### src/rtl/mc_ctrl_fsm.sv
// Multi-cycle control sequencer for a MIPS-subset datapath (lw, sw, R-type, beq).
// One state per cycle, shared memory port with ready handshake, timeout and illegal flags.
module mc_ctrl_fsm #(
    parameter logic [5:0]  OP_LW       = 6'h23,
    parameter logic [5:0]  OP_SW       = 6'h2B,
    parameter logic [5:0]  OP_RTYPE    = 6'h00,
    parameter logic [5:0]  OP_BEQ      = 6'h04,
    parameter int unsigned MEM_TIMEOUT = 16
) (
    input  logic        clk,
    input  logic        rst,
    input  logic [5:0]  opcode,
    input  logic        alu_zero,
    input  logic        mem_ready,
    output logic        mem_req,
    output logic        mem_we,
    output logic        iord,
    output logic        ir_write,
    output logic        pc_write,
    output logic        pc_src,
    output logic        reg_write,
    output logic        reg_dst,
    output logic        mem_to_reg,
    output logic        alu_src_a,
    output logic [1:0]  alu_src_b,
    output logic [1:0]  alu_op,
    output logic [3:0]  state,
    output logic        instr_done,
    output logic [15:0] instr_count,
    output logic        illegal,
    output logic        timeout
);

    localparam int unsigned WaitW = $clog2(MEM_TIMEOUT + 1);
    localparam logic [WaitW-1:0] WaitLast = WaitW'(MEM_TIMEOUT - 1);

    localparam logic [3:0] StFetch   = 4'd0;
    localparam logic [3:0] StDecode  = 4'd1;
    localparam logic [3:0] StMemAddr = 4'd2;
    localparam logic [3:0] StMemRd   = 4'd3;
    localparam logic [3:0] StMemWb   = 4'd4;
    localparam logic [3:0] StMemWr   = 4'd5;
    localparam logic [3:0] StExec    = 4'd6;
    localparam logic [3:0] StRWb     = 4'd7;
    localparam logic [3:0] StBranch  = 4'd8;
    localparam logic [3:0] StHalt    = 4'd9;

    logic [3:0]       state_q, state_d;
    logic [WaitW-1:0] wait_q, wait_d;
    logic [15:0]      count_q, count_d;
    logic             illegal_q, illegal_d;
    logic             timeout_q, timeout_d;
    logic             mem_wait;

    always_comb begin
        mem_req    = 1'b0;
        mem_we     = 1'b0;
        iord       = 1'b0;
        ir_write   = 1'b0;
        pc_write   = 1'b0;
        pc_src     = 1'b0;
        reg_write  = 1'b0;
        reg_dst    = 1'b0;
        mem_to_reg = 1'b0;
        alu_src_a  = 1'b0;
        alu_src_b  = 2'b00;
        alu_op     = 2'b00;
        instr_done = 1'b0;
        mem_wait   = 1'b0;
        state_d    = state_q;
        wait_d     = '0;
        illegal_d  = illegal_q;
        timeout_d  = timeout_q;

        // In reset every strobe/select stays at its zero default.
        if (rst) begin
            case (state_q)
                StFetch: begin
                    mem_req   = 1'b1;
                    alu_src_b = 2'b01;
                    if (mem_ready) begin
                        ir_write = 1'b1;
                        pc_write = 1'b1;
                        state_d  = StDecode;
                    end else begin
                        mem_wait = 1'b1;
                    end
                end
                StDecode: begin
                    alu_src_b = 2'b11;
                    if (opcode == OP_LW || opcode == OP_SW) begin
                        state_d = StMemAddr;
                    end else if (opcode == OP_RTYPE) begin
                        state_d = StExec;
                    end else if (opcode == OP_BEQ) begin
                        state_d = StBranch;
                    end else begin
                        state_d   = StHalt;
                        illegal_d = 1'b1;
                    end
                end
                StMemAddr: begin
                    alu_src_a = 1'b1;
                    alu_src_b = 2'b10;
                    state_d   = (opcode == OP_LW) ? StMemRd : StMemWr;
                end
                StMemRd: begin
                    mem_req = 1'b1;
                    iord    = 1'b1;
                    if (mem_ready) begin
                        state_d = StMemWb;
                    end else begin
                        mem_wait = 1'b1;
                    end
                end
                StMemWb: begin
                    reg_write  = 1'b1;
                    mem_to_reg = 1'b1;
                    instr_done = 1'b1;
                    state_d    = StFetch;
                end
                StMemWr: begin
                    mem_req = 1'b1;
                    mem_we  = 1'b1;
                    iord    = 1'b1;
                    if (mem_ready) begin
                        instr_done = 1'b1;
                        state_d    = StFetch;
                    end else begin
                        mem_wait = 1'b1;
                    end
                end
                StExec: begin
                    alu_src_a = 1'b1;
                    alu_op    = 2'b10;
                    state_d   = StRWb;
                end
                StRWb: begin
                    reg_write  = 1'b1;
                    reg_dst    = 1'b1;
                    instr_done = 1'b1;
                    state_d    = StFetch;
                end
                StBranch: begin
                    alu_src_a  = 1'b1;
                    alu_op     = 2'b01;
                    pc_src     = 1'b1;
                    pc_write   = alu_zero;
                    instr_done = 1'b1;
                    state_d    = StFetch;
                end
                StHalt: begin
                    state_d = StHalt;
                end
                default: begin
                    state_d = StHalt;
                end
            endcase

            // A ready on the limit cycle takes the normal path above instead.
            if (mem_wait) begin
                if (wait_q == WaitLast) begin
                    state_d   = StHalt;
                    timeout_d = 1'b1;
                end else begin
                    wait_d = wait_q + 1'b1;
                end
            end
        end

        count_d = count_q + {15'd0, instr_done};
    end

    always_ff @(posedge clk) begin
        if (!rst) begin
            state_q   <= StFetch;
            wait_q    <= '0;
            count_q   <= 16'd0;
            illegal_q <= 1'b0;
            timeout_q <= 1'b0;
        end else begin
            state_q   <= state_d;
            wait_q    <= wait_d;
            count_q   <= count_d;
            illegal_q <= illegal_d;
            timeout_q <= timeout_d;
        end
    end

    assign state       = state_q;
    assign instr_count = count_q;
    assign illegal     = illegal_q;
    assign timeout     = timeout_q;

endmodule
### config.mk
export PLATFORM = sky130hd
export DESIGN_NAME = mc_ctrl_fsm
export DESIGN_NICKNAME = d
export VERILOG_FILES = /design/src/rtl/mc_ctrl_fsm.sv
export SDC_FILE = /design/constraint.sdc
export NUM_CORES = 1
export LEC_CHECK = 0
export CAP_MARGIN = 10
export CORE_MARGIN = 1.5
export CORE_UTILIZATION = 40
export DETAILED_ROUTE_END_ITERATION = 7
export PLACE_DENSITY = 0.77
export SYNTH_ARGS = -nofsm -noshare
export SYNTH_HDL_FRONTEND = slang
export SYNTH_SLANG_ARGS = --single-unit
### constraint.sdc
create_clock -name clk -period 2.1 [get_ports clk]
set_input_delay 0.42 -clock clk [delete_from_list [all_inputs] [get_ports clk]]
set_output_delay 0.42 -clock clk [all_outputs]
set_load 0.01 [all_outputs]
==> results.sh <==
export IMPL_status="finished clean"
export IMPL_dieArea_um2=4040
export IMPL_power_w=0.00113
export IMPL_clock_fmax_ghz=0.485
export IMPL_globalplace_congestion=0.871
export IMPL_min_delay_path_class="reg -> reg"
export IMPL_synthFlopType="dfxtp_1"
export IMPL_startpoint="state[2]"
export IMPL_slew_viol_final=0
export IMPL_rsz0062_at_grt="yes"
export IMPL_final_common_cell="buf_4"
export IMPL_wl_per_cell_um=13.7
export IMPL_place_area_um2=2170
export IMPL_ant_nets=0
export IMPL_max_slew_worst_pin_slew_ns=0.426
export IMPL_layout_setup_ws_ns=0.0397
export IMPL_drt_iter0_markers=102
export IMPL_grt_total_usage_pct=20.0
export IMPL_crit_type="reg -> out"
export IMPL_ctsHtreeMaxLevel=1
export IMPL_yosysTopAreaCell="dfxtp_1"
export IMPL_grt_antenna_before_repair=0
export IMPL_p_per_area_nw_per_um2=481
export IMPL_holdBufCountCts=0
export IMPL_synth_avg_cell_area_um2=8.24
export IMPL_cts_sinks=27
export IMPL_max_stage_delay_ns=0.38
export IMPL_ios=47
export IMPL_netlist_area_um2=1470
export IMPL_num_antenna_cells=0
export IMPL_ys_ff_latch=27
export IMPL_drive_gt1_share_pct=31.5
export IMPL_finalCritPeriodShare_pct=98.1
export IMPL_die_w_um=63.5
export IMPL_drtPass1Iterations=4
export IMPL_area_growth_pct=60.2
export IMPL_syn_nets=192
export IMPL_cts_buffers=3
export IMPL_num_vias=1561
export IMPL_finalSetupViolations=0
export IMPL_crit_reg2reg_capture="instr_count[9]"
export IMPL_fillers=272
export IMPL_hold_violations=0
export IMPL_slew_limit_headroom_pct=71.4
export IMPL_switching_share_pct=30.0
export IMPL_clock_path_buffers=2
export IMPL_ir_drop_uv=387
export IMPL_die_y_um=63.5
export IMPL_nets=266
export IMPL_rows=21
export IMPL_leakage_nw=0.949
export IMPL_initial_utilization_pct=42.9
export IMPL_internal_power_w=0.000791
export IMPL_grt_max_degree=17
export IMPL_first_global_vias=1415
export IMPL_port_buffers=46
export IMPL_r2r_start="state[0]"
export IMPL_clock_latency_ns=0.33
export IMPL_core_um2=3420
export IMPL_worstPathCellList="buf_4 > xor2_1 > a21oi_1 > nor2_2 > clkdlybuf4s15_2"
export IMPL_async_flop_share_pct=0
export IMPL_rrSetupSlack_ns=0.05
export IMPL_endpoint="mem_req"
export IMPL_crit_fanout=8
export IMPL_synth_edf_count=0
export IMPL_path_clk_slew_ns=0.14
export IMPL_rr_worst_depth=9
export IMPL_clock_skew_ns=0.00255
export IMPL_max_cap_violations=0
export IMPL_remaining_drc_errors=0
export IMPL_grt_overflow_total=0
export IMPL_post_place_ws_ns=-0.382
export IMPL_finalInstanceArea_um2=2350
export IMPL_p_comb_share_pct=30.6
export IMPL_crit_path_end_kind="primary output"
export IMPL_critPathArrivalTime_ns=1.64
export IMPL_synth_top_area_share_pct=36.9
export IMPL_critPathLaunchType="register"
export IMPL_cts_tree="yes"
export IMPL_layout_common_cells="buf_4, clkdlybuf4s50_1, nor2_1"
export IMPL_seqPwrFrac_pct=49.3
export IMPL_wl_um=4080
export IMPL_syn_inst=178
export IMPL_synthTopCellsByArea="dfxtp_1, nor2_1, xnor2_1"
export IMPL_crit_path_top_delay_cell="dfxtp_2"
export IMPL_yosysSeqAreaShare_pct=36.9
export IMPL_p_sw_w=0.000340
export IMPL_yosysWarnings=0
export IMPL_layout_min_cycle_time_ns=2.06
export IMPL_avgViaCountPerCell=5.26
export IMPL_cts_root_buf="clkbuf_4"
export IMPL_grt_pass1_wl_um=6380
export IMPL_critical_path_required_ns=1.68
export IMPL_dp_hpwl_um=2890
export IMPL_synth_cell_type_count=44
export IMPL_clkPwrFrac_pct=20.1
==> cells in the mapped netlist, types with 2 or more instances <==
library cell / count
nand2b_1: 5
dfxtp_1: 27
nor3b_1: 3
and3_1: 3
and2_1: 2
nor4_1: 3
a211oi_2: 2
xor2_1: 4
nand3_1: 7
or4_4: 2
mux2i_1: 2
nand4_1: 2
inv_1: 6
nor2b_1: 3
xnor2_1: 9
ha_1: 4
a21oi_1: 6
clkbuf_1: 4
nand2_1: 8
o31ai_1: 3
nor3_1: 10
or3_1: 5
o21a_1: 3
nor2_1: 28
buf_2: 4
o21ai_0: 5
==> power by group through the flow <==
stage	Clock, W	Combinational [W]	Sequential (W)
2_1_floorplan	0	0.000146	0.000560
3_3_place_gp	0	0.000316	0.000561
6_report	0.000227	0.000346	0.000557
4_1_cts	0.000234	0.000330	0.000554
3_5_place_dp	0	0.000316	0.000561
5_1_grt	0.000264	0.000369	0.000560
==> per-stage QoR <==
| step | TNS [ns] | util [%] | cells | hold WS (ns) |
|---|---|---|---|---|
| 6_report | 0 | 68.8 | 297 | 0.468 |
| 5_1_grt | -0.236 | 68.8 | 297 | 0.508 |
| 4_1_cts | 0 | 67.2 | 295 | 0.470 |
| 3_5_place_dp | -7.65 | 63.5 | 286 | 0.450 |
| 3_3_place_gp | -7.37 | 63.5 | 286 | 0.432 |
| 2_1_floorplan | 0 | - | 178 | 0.418 |
==> flip-flops by register name (all words and copies together) (netlist names) <==
name,flops
wait_q,5
illegal,1
instr_count,16
timeout,1
state,4
==> how the worst min path moves through the flow <==
| stage | start | end | slack [ns] | cells after the start |
|---|---|---|---|---|
| floorplan | wait_q[0] | wait_q[0] | 0.42 | 1 |
| global placement | wait_q[0] | wait_q[0] | 0.43 | 1 |
| detailed placement | wait_q[0] | wait_q[0] | 0.45 | 1 |
| CTS | wait_q[0] | wait_q[0] | 0.47 | 1 |
| global route | rst | state[0] | 0.51 | 3 |
| finish | wait_q[0] | wait_q[0] | 0.47 | 1 |
==> kinds of logic after synthesis <==
group	count (synthesis)	synth area share (%)
fa+ha+maj	4	3.41
mux	3	2.13
xor+xnor	13	7.76
flops	27	36.9
compound gates	28	13.3
buf+inv	17	5.46
simple gates	86	31.1
==> final cells by class <==
type                            count  area, um2  share of cell area (%)
Clock inverter                      1       7.51                   0.319
Multi-Input combinational cell    134        983                    41.9
Timing Repair Buffer               80        707                    30.1
Clock buffer                        3       22.5                   0.958
Tap cell                           46       57.6                    2.45
Sequential cell                    27        549                    23.4
Inverter                            6       22.5                   0.958
==> per-layer routing <==
layer | share of wire (%) | vias up | track usage, %
met4 | 0.88 | 0 | 6.25
met2 | 48 | 44 | 33.0
met5 | 0 | - | 0
met3 | 4.9 | 5 | 4.82
li1 | - | 773 | -
met1 | 46 | 739 | 25.8
==> critical path: cells and delay by family, from the launching register on <==
family | cells | cell delay [ns]
and+or+nand+nor | 1 | 0.07
AOI/OAI and AO/OA | 1 | 0.31
xor gates and xnor gates | 1 | 0.15
buffers and inverters | 2 | 0.40
DFF | 1 | 0.38
==> repair_timing <==
item / 4_1_cts / 5_1_grt
gates resized for setup: 52 / 14
endpoints found under the setup margin: 17 / 21
gates cloned: 0 / 0
setup buffers: 5 / 2
pin swaps: 4 / 8
(Power assumes the default switching activity.)
